**src/rtl/ram_port_arbiter.sv**
```systemverilog
// Two-port arbiter in front of a single 8x16 level-sensitive RAM.
// One RAM access per two cycles; every RAM-side signal comes straight from a register.
module ram_port_arbiter #(
  parameter int unsigned ADDR_W     = 3,
  parameter int unsigned DATA_W     = 16,
  parameter int unsigned FIXED_PRIO = 0
) (
  input  logic              clk,
  input  logic              rst,
  input  logic              a_req,
  input  logic              a_we,
  input  logic [ADDR_W-1:0] a_addr,
  input  logic [DATA_W-1:0] a_wdata,
  output logic              a_gnt,
  output logic              a_rvalid,
  output logic [DATA_W-1:0] a_rdata,
  input  logic              b_req,
  input  logic              b_we,
  input  logic [ADDR_W-1:0] b_addr,
  input  logic [DATA_W-1:0] b_wdata,
  output logic              b_gnt,
  output logic              b_rvalid,
  output logic [DATA_W-1:0] b_rdata,
  output logic              ram_enable,
  output logic              ram_rw,
  output logic [ADDR_W-1:0] ram_address,
  output logic [DATA_W-1:0] ram_din,
  input  logic [DATA_W-1:0] ram_dout,
  output logic              busy
);

  typedef enum logic {
    S_IDLE   = 1'b0,
    S_ACCESS = 1'b1
  } state_t;

  localparam logic PORT_A  = 1'b0;
  localparam logic PORT_B  = 1'b1;
  localparam logic W_FIXED = (FIXED_PRIO != 0);

  state_t            r_state;
  state_t            w_state_nxt;
  logic              r_rr_last;
  logic              r_en;
  logic              r_rw;
  logic [ADDR_W-1:0] r_addr;
  logic [DATA_W-1:0] r_din;
  logic              r_a_gnt;
  logic              r_b_gnt;
  logic              r_a_rvalid;
  logic              r_b_rvalid;
  logic [DATA_W-1:0] r_a_rdata;
  logic [DATA_W-1:0] r_b_rdata;
  logic              r_busy;

  logic              w_pick_a;
  logic              w_pick_b;
  logic              w_rr_nxt;
  logic              w_en_nxt;
  logic              w_rw_nxt;
  logic [ADDR_W-1:0] w_addr_nxt;
  logic [DATA_W-1:0] w_din_nxt;
  logic              w_a_gnt_nxt;
  logic              w_b_gnt_nxt;
  logic              w_a_rvalid_nxt;
  logic              w_b_rvalid_nxt;
  logic [DATA_W-1:0] w_a_rdata_nxt;
  logic [DATA_W-1:0] w_b_rdata_nxt;

  // A wins a tie under fixed priority or when B was served last.
  assign w_pick_a = a_req & (~b_req | W_FIXED | (r_rr_last == PORT_B));
  assign w_pick_b = b_req & ~w_pick_a;

  // State register
  always_ff @(posedge clk) begin
    if (rst) begin
      r_state <= S_IDLE;
    end else begin
      r_state <= w_state_nxt;
    end
  end

  // Next-state logic
  always_comb begin
    w_state_nxt = r_state;
    case (r_state)
      S_IDLE:   if (a_req | b_req) w_state_nxt = S_ACCESS;
      S_ACCESS: w_state_nxt = S_IDLE;
      default:  w_state_nxt = S_IDLE;
    endcase
  end

  // Output logic: next values for the registered command/response outputs
  always_comb begin
    w_rr_nxt       = r_rr_last;
    w_en_nxt       = r_en;
    w_rw_nxt       = r_rw;
    w_addr_nxt     = r_addr;
    w_din_nxt      = r_din;
    w_a_gnt_nxt    = 1'b0;
    w_b_gnt_nxt    = 1'b0;
    w_a_rvalid_nxt = 1'b0;
    w_b_rvalid_nxt = 1'b0;
    w_a_rdata_nxt  = r_a_rdata;
    w_b_rdata_nxt  = r_b_rdata;
    case (r_state)
      S_IDLE: begin
        if (w_pick_a) begin
          w_en_nxt    = 1'b1;
          w_rw_nxt    = ~a_we;
          w_addr_nxt  = a_addr;
          w_din_nxt   = a_wdata;
          w_a_gnt_nxt = 1'b1;
          w_rr_nxt    = PORT_A;
        end else if (w_pick_b) begin
          w_en_nxt    = 1'b1;
          w_rw_nxt    = ~b_we;
          w_addr_nxt  = b_addr;
          w_din_nxt   = b_wdata;
          w_b_gnt_nxt = 1'b1;
          w_rr_nxt    = PORT_B;
        end
      end
      S_ACCESS: begin
        // Return to a safe read default; r_rr_last still names the port being served.
        w_en_nxt = 1'b0;
        w_rw_nxt = 1'b1;
        if (r_rw) begin
          if (r_rr_last == PORT_A) begin
            w_a_rvalid_nxt = 1'b1;
            w_a_rdata_nxt  = ram_dout;
          end else begin
            w_b_rvalid_nxt = 1'b1;
            w_b_rdata_nxt  = ram_dout;
          end
        end
      end
      default: begin
        w_en_nxt = 1'b0;
        w_rw_nxt = 1'b1;
      end
    endcase
  end

  // Output and arbitration registers
  always_ff @(posedge clk) begin
    if (rst) begin
      r_rr_last  <= PORT_B;
      r_en       <= 1'b0;
      r_rw       <= 1'b1;
      r_addr     <= '0;
      r_din      <= '0;
      r_a_gnt    <= 1'b0;
      r_b_gnt    <= 1'b0;
      r_a_rvalid <= 1'b0;
      r_b_rvalid <= 1'b0;
      r_a_rdata  <= '0;
      r_b_rdata  <= '0;
      r_busy     <= 1'b0;
    end else begin
      r_rr_last  <= w_rr_nxt;
      r_en       <= w_en_nxt;
      r_rw       <= w_rw_nxt;
      r_addr     <= w_addr_nxt;
      r_din      <= w_din_nxt;
      r_a_gnt    <= w_a_gnt_nxt;
      r_b_gnt    <= w_b_gnt_nxt;
      r_a_rvalid <= w_a_rvalid_nxt;
      r_b_rvalid <= w_b_rvalid_nxt;
      r_a_rdata  <= w_a_rdata_nxt;
      r_b_rdata  <= w_b_rdata_nxt;
      r_busy     <= (w_state_nxt == S_ACCESS);
    end
  end

  assign a_gnt       = r_a_gnt;
  assign b_gnt       = r_b_gnt;
  assign a_rvalid    = r_a_rvalid;
  assign b_rvalid    = r_b_rvalid;
  assign a_rdata     = r_a_rdata;
  assign b_rdata     = r_b_rdata;
  assign ram_enable  = r_en;
  assign ram_rw      = r_rw;
  assign ram_address = r_addr;
  assign ram_din     = r_din;
  assign busy        = r_busy;

endmodule

```
**config.mk**
```make
export PLATFORM = sky130hd
export DESIGN_NAME = ram_port_arbiter
export DESIGN_NICKNAME = d
export VERILOG_FILES = /design/src/rtl/ram_port_arbiter.sv
export SDC_FILE = /design/constraint.sdc
export NUM_CORES = 1
export LEC_CHECK = 0
export BUFFER_PORTS_ARGS = -buffer_cell sky130_fd_sc_hd__buf_2
export CORE_UTILIZATION = 45
export DETAILED_ROUTE_END_ITERATION = 16
export PLACE_DENSITY_LB_ADDON = 0.2
export SETUP_SLACK_MARGIN = 0.15
export SLEW_MARGIN = 40
export SYNTH_ARGS = -nofsm -noshare
export SYNTH_HDL_FRONTEND = slang
export SYNTH_SLANG_ARGS = --single-unit
```
**constraint.sdc**
```tcl
create_clock -name clk -period 1.4 [get_ports clk]
set_input_delay 0.21 -clock clk [delete_from_list [all_inputs] [get_ports clk]]
set_output_delay 0.21 -clock clk [all_outputs]
set_load 0.05 [all_outputs]
```
==> results of run 1 <==
-- Yosys cell counts, drive strengths merged --
| library cell | count | area [um^2] |
|---|---|---|
| o21bai | 1 | 7.51 |
| nor2 | 23 | 86.3 |
| and3b | 1 | 8.76 |
| dfxtp | 59 | 1180 |
| inv | 4 | 15.0 |
| nand3b | 1 | 7.51 |
| and3 | 2 | 12.5 |
| a311oi | 19 | 173 |
| nand2 | 65 | 244 |
| nor3 | 2 | 10.0 |
| o211ai | 1 | 7.51 |
| clkbuf | 8 | 30.0 |
| o21ba | 1 | 16.3 |
| nand3 | 20 | 100 |
| o21ai | 20 | 100 |
| and2b | 1 | 7.51 |
| a21oi | 33 | 165 |
| nand2b | 2 | 12.5 |
| o31ai | 1 | 7.51 |
| a311o | 1 | 10.0 |
| buf | 17 | 101 |
-- placed cells by master, fill, tap and decap left out --
cell type	instances
buf_2	116
and3b_1	1
buf_6	1
buf_12	1
dfxtp_1	57
and3_1	2
dfxtp_2	1
o21bai_1	1
and2b_1	1
o31ai_1	1
nor2_1	23
nand3b_1	1
a311oi_2	1
o211ai_1	1
a21oi_1	33
clkbuf_8	10
a311o_1	1
o21ai_1	6
o21ai_0	14
nand2_1	65
clkbuf_4	1
o21ba_4	2
clkinv_2	3
nand3_1	20
a311oi_1	18
o21ba_2	1
nand2b_2	1
clkbuf_1	2
nand2b_1	1
inv_1	4
dfxtp_4	1
nor3_1	2
buf_4	10
-- area by class of cell --
class                           count  share of cell area, %
Tap cell                           67                   2.67
Inverter                            4                  0.478
Sequential cell                    59                   37.7
Clock inverter                      3                  0.478
Multi-Input combinational cell    196                   32.0
Clock buffer                       12                   4.62
Timing Repair Buffer              129                   22.1
-- metal layers --
layer	track usage, %	share of wire [%]
met1	28.1	43
met2	38.3	48
met3	7.68	7.7
met4	10.9	1.4
met5	0	0
-- repair_timing --
action / 4_1_cts / 5_1_grt
buffers inserted: 0 / 0
cloned: 1 / 1
gates resized for setup: 1 / 4
endpoints found under the setup margin: 11 / 4
-- kinds of logic after synthesis --
group / share of synthesized area [%]
compound gates: 21.1
buf+inv: 6.36
flops: 51.3
simple gates: 21.2
-- state kept, by name, indices dropped and copies added (netlist names), 3 cells and up --
| register | count |
|---|---|
| a_rdata | 16 |
| b_rdata | 16 |
| ram_address | 3 |
| ram_din | 16 |
-- power by group --
part           internal, W  switching, W  total [W]
combinational     0.000273      0.000655   0.000928
sequential         0.00179     0.0000604    0.00185
clock             0.000672      0.000627    0.00130
-- worst paths after layout --
path                     start          end  slack, ns  depth (start not counted)
hold reg to reg     a_rdata[5]   a_rdata[5]       0.45                          2
setup / recovery          busy         busy       0.19                          1
setup reg to reg     r_rr_last   ram_din[7]       0.22                          4
hold / removal    ram_dout[12]  b_rdata[12]       0.12                          3
-- per-stage QoR --
step / power [W] / worst slack, ns / utilization (%) / instances
global route: 0.00425 / 0.147 / 65.3 / 470
global placement: 0.00278 / 0.147 / 61.2 / 453
CTS: 0.00409 / 0.154 / 64.8 / 469
finish: 0.00408 / 0.191 / 65.3 / 470
floorplan: 0.00254 / 0.116 / - / 282
detailed placement: 0.00279 / 0.0905 / 61.2 / 453
==> results.py, run 1 <==
metrics = {
    "place": {
        "place_congestion": 0.746,
        "placed_cell_area_um2": 2950,
        "dp_hpwl_mm": 3.99,
        "port_buffers": 117,
    },
    "clock_network": {
        "clk_pin_slew_worst_paths_ns": 0.07,
        "cts_sinks": 59,
        "htree_num_levels": 3,
        "postCtsHoldBufs": 0,
        "cts_tree": "yes",
        "cts_root_buf": "clkbuf_8",
        "clk_latency_ns": 0.33,
        "clockBufferDepth": 2,
        "cts_inserted_buffers": 9,
    },
    "cells_and_area": {
        "fillers": 497,
        "area_delta_synth_final_pct": 36.5,
        "ff_latch_area_um2": 1190,
        "nNetsFinal": 459,
        "drive_gt1_share_pct": 37.0,
        "multiInputGateArea_um2": 1000,
        "fin_area_um2": 3140,
        "diodes": 0,
    },
    "logic_synthesis": {
        "syn_area_um2": 2300,
        "syn_avg_cell_area_um2": 8.17,
        "syn-instance-count": 282,
        "ys_seq_elements": 59,
        "ys_warn_count": 0,
        "syn_nets": 342,
        "yosysSeqAreaShare_pct": 51.3,
        "synth_cell_types": 25,
    },
    "timing": {
        "fin_setup_tns_ns": 0,
        "finalSetupViolations": 0,
        "whs_ns": 0.121,
        "report.final.slew_viol_count": 0,
        "relSlewSlack_pct": 72.4,
        "min_period_ns": 1.21,
        "period_share_pct": 86.4,
        "tightest_slew_ns": 0.413,
        "hold_viol_final": 0,
        "rsz0062_at_grt": "yes",
        "fmax_ghz": 0.827,
        "final.setup_skew_ns": 0.00774,
    },
    "die": {
        "start_util_pct": 47.8,
        "rows": 25,
        "io_pins": 118,
        "core_um2": 4820,
        "die_h_um": 73.5,
        "die_w_um": 73.5,
        "die-area_um2": 5410,
    },
    "route": {
        "routed_wl_mm": 6.05,
        "drt_iter0_drc": 80,
        "ant_nets": 0,
        "wire_per_inst_um": 12.9,
        "firstDrtPassIters": 4,
        "vias": 2391,
        "remaining_drc_errors": 0,
        "vias_per_cell": 5.09,
    },
    "power_and_ir_drop": {
        "p_leak_nw": 1.46,
        "power_density_nw_per_um2": 1300,
        "ir_drop_uv": 668,
    },
    "critical_path": {
        "cp_max_fo": 14,
        "crit_path_max_incr_delay_ns": 0.41,
        "path_class": "reg2out",
        "cp-start-kind": "flop",
        "crit_required_ns": 1.19,
        "crit_chain": "clkbuf_4",
        "critPathTopFamily": "flip-flops",
        "crit_slowest_cell": "dfxtp_4",
        "critPathCaptureType": "primary output",
        "path_buf_inv": 1,
        "worstPathArrival_ns": 1.00,
    },
    "global_route": {
        "grt-ovfl-total": 0,
        "grt_pass1_wl_mm": 9.58,
        "grt_pass1_vias": 2132,
        "grt_max_degree": 43,
        "antenna_found_initial": 0,
        "track_usage_pct": 23.5,
    },
    "outcome": {
        "status": "complete, no violations",
    },
    "worst_hold_path": {
        "worstHoldPathType": "in2reg",
    },
    "run": {
        "maxCapViolations": 0,
    },
}
Power figures use the tool's default switching activity.
==> inputs of run 2 (changes only) <==
==> constraint.sdc (replaced) <==
create_clock -name clk -period 1.4 [get_ports clk]
set_input_delay 0.21 -clock clk [delete_from_list [all_inputs] [get_ports clk]]
set_output_delay 0.21 -clock clk [all_outputs]
set_load 0.02 [all_outputs]
==> run 2 against run 1 <==
Compared with the run above:
- fmax is 2.6% lower
- via count is 1.8% higher
- sequential power hardly changed
- cell count is 1.1% higher
- first-iteration DRC count is 80% higher
- clock power is 15% higher
- routed wire length is 4.5% higher
- register-to-register slack worse by 0.06 ns
- sequential cell count stayed put
==> results.py, run 2 (synthesis gave the netlist of run 1 again) <==
metrics = {
    "timing": {
        "fin_setup_tns_ns": 0,
        "relSlewSlack_pct": 68.4,
        "final.setup_skew_ns": 0.00870,
        "tightest_slew_ns": 0.474,
        "rsz0062_at_grt": "yes",
        "finalSetupViolations": 0,
        "hold_viol_final": 0,
        "min_period_ns": 1.24,
        "fmax_ghz": 0.805,
        "report.final.slew_viol_count": 0,
        "period_share_pct": 88.7,
    },
    "global_route": {
        "antenna_found_initial": 0,
        "grt_max_degree": 42,
        "grt_pass1_wl_mm": 9.68,
        "track_usage_pct": 23.5,
        "grt_pass1_vias": 2109,
        "grt-ovfl-total": 0,
    },
    "route": {
        "drt_iter0_drc": 144,
        "wire_per_inst_um": 13.3,
        "ant_nets": 0,
        "firstDrtPassIters": 4,
        "remaining_drc_errors": 0,
        "routed_wl_mm": 6.32,
        "vias": 2434,
        "vias_per_cell": 5.12,
    },
    "place": {
        "dp_hpwl_mm": 4.20,
        "port_buffers": 117,
        "place_congestion": 0.722,
    },
    "cells_and_area": {
        "area_delta_synth_final_pct": 38.8,
        "nNetsFinal": 463,
        "most-common-layout-cells": "buf_2, nand2_1, dfxtp_1",
        "diodes": 0,
        "fillers": 455,
        "drive_gt1_share_pct": 38.2,
        "layout_commonest_cell": "buf_2",
    },
    "worst_hold_path": {
        "worstHoldPathType": "in2reg",
        "worstHoldStart": "ram_dout[11]",
    },
    "die": {
        "io_pins": 118,
        "die_w_um": 73.5,
        "die-area_um2": 5410,
        "start_util_pct": 47.8,
        "die_h_um": 73.5,
        "rows": 25,
        "core_um2": 4820,
    },
    "critical_path": {
        "worstPathArrival_ns": 1.42,
        "crit_start": "busy",
        "path_class": "reg2reg",
        "rr_startpoint": "busy",
        "crit_required_ns": 1.58,
        "cp-start-kind": "flop",
        "cp_max_fo": 19,
        "critPathCaptureType": "flop",
    },
    "clock_network": {
        "cts_tree": "yes",
        "clk_latency_ns": 0.32,
        "clk_pin_slew_worst_paths_ns": 0.07,
        "clockBufferDepth": 2,
        "cts_root_buf": "clkbuf_8",
        "cts_sinks": 59,
        "postCtsHoldBufs": 0,
        "cts_inserted_buffers": 9,
        "htree_num_levels": 3,
    },
    "run": {
        "maxCapViolations": 0,
    },
    "power_and_ir_drop": {
        "ir_drop_uv": 666,
        "p_leak_nw": 1.49,
        "p_total_w": 0.00405,
        "power_density_nw_per_um2": 1270,
    },
    "outcome": {
        "status": "complete, no violations",
    },
}
[run 2: layer usage]
layer	GRT usage, %	vias to the layer above	part of all wire [%]
met3	6.86	11	7.5
li1	-	1214	-
met2	39.9	103	49
met5	0	-	0
met4	9.19	0	1.5
met1	27.8	1106	42
[run 2: worst max-delay path: stages (launching register included)]
cell and delay, ns:
dfxtp_4 0.38, o21ba_2 0.54, a311oi_1 0.17
[run 2: area by class of cell]
cell class	count	area, um^2	area share, %
Timing Repair Buffer	134	724	22.7
Sequential cell	59	1180	37.1
Tap cell	67	83.8	2.62
Multi-Input combinational cell	195	996	31.2
Clock buffer	11	141	4.42
Clock inverter	5	51.3	1.60
Inverter	4	15.0	0.470
[run 2: repair_timing]
item / CTS / global route
buffers inserted: 0 / 1
setup endpoints to repair: 16 / 20
gates cloned: 1 / 1
endpoints found under the hold margin: 0 / 0
pin swaps: 0 / 1
gates resized for setup: 0 / 8
[run 2: worst paths after layout]
| path | end | slack, ns | cells after the start |
|---|---|---|---|
| setup / recovery | ram_din[0] | 0.16 | 2 |
| hold / removal | b_rdata[11] | 0.13 | 3 |
| setup reg to reg | ram_din[0] | 0.16 | 2 |
| hold reg to reg | a_rdata[2] | 0.45 | 2 |
[run 2: per-stage QoR]
stage          instances  area (um^2)  hold slack, ns  util, %  setup slack, ns
3_3_place_gp         456         2960           0.438     61.4            0.138
4_1_cts              473         3160           0.121     65.6            0.171
6_report             475         3200           0.131     66.4            0.158
3_5_place_dp         456         2960           0.443     61.4           0.0844
2_1_floorplan        282         2310           0.346        -            0.136
5_1_grt              475         3200           0.122     66.4            0.134
[run 2: where the power goes]
| group | switching [W] | internal [W] |
|---|---|---|
| registers | 0.0000601 | 0.00179 |
| clock network | 0.000640 | 0.000863 |
| logic | 0.000426 | 0.000275 |
| total | 0.00113 | 0.00293 |
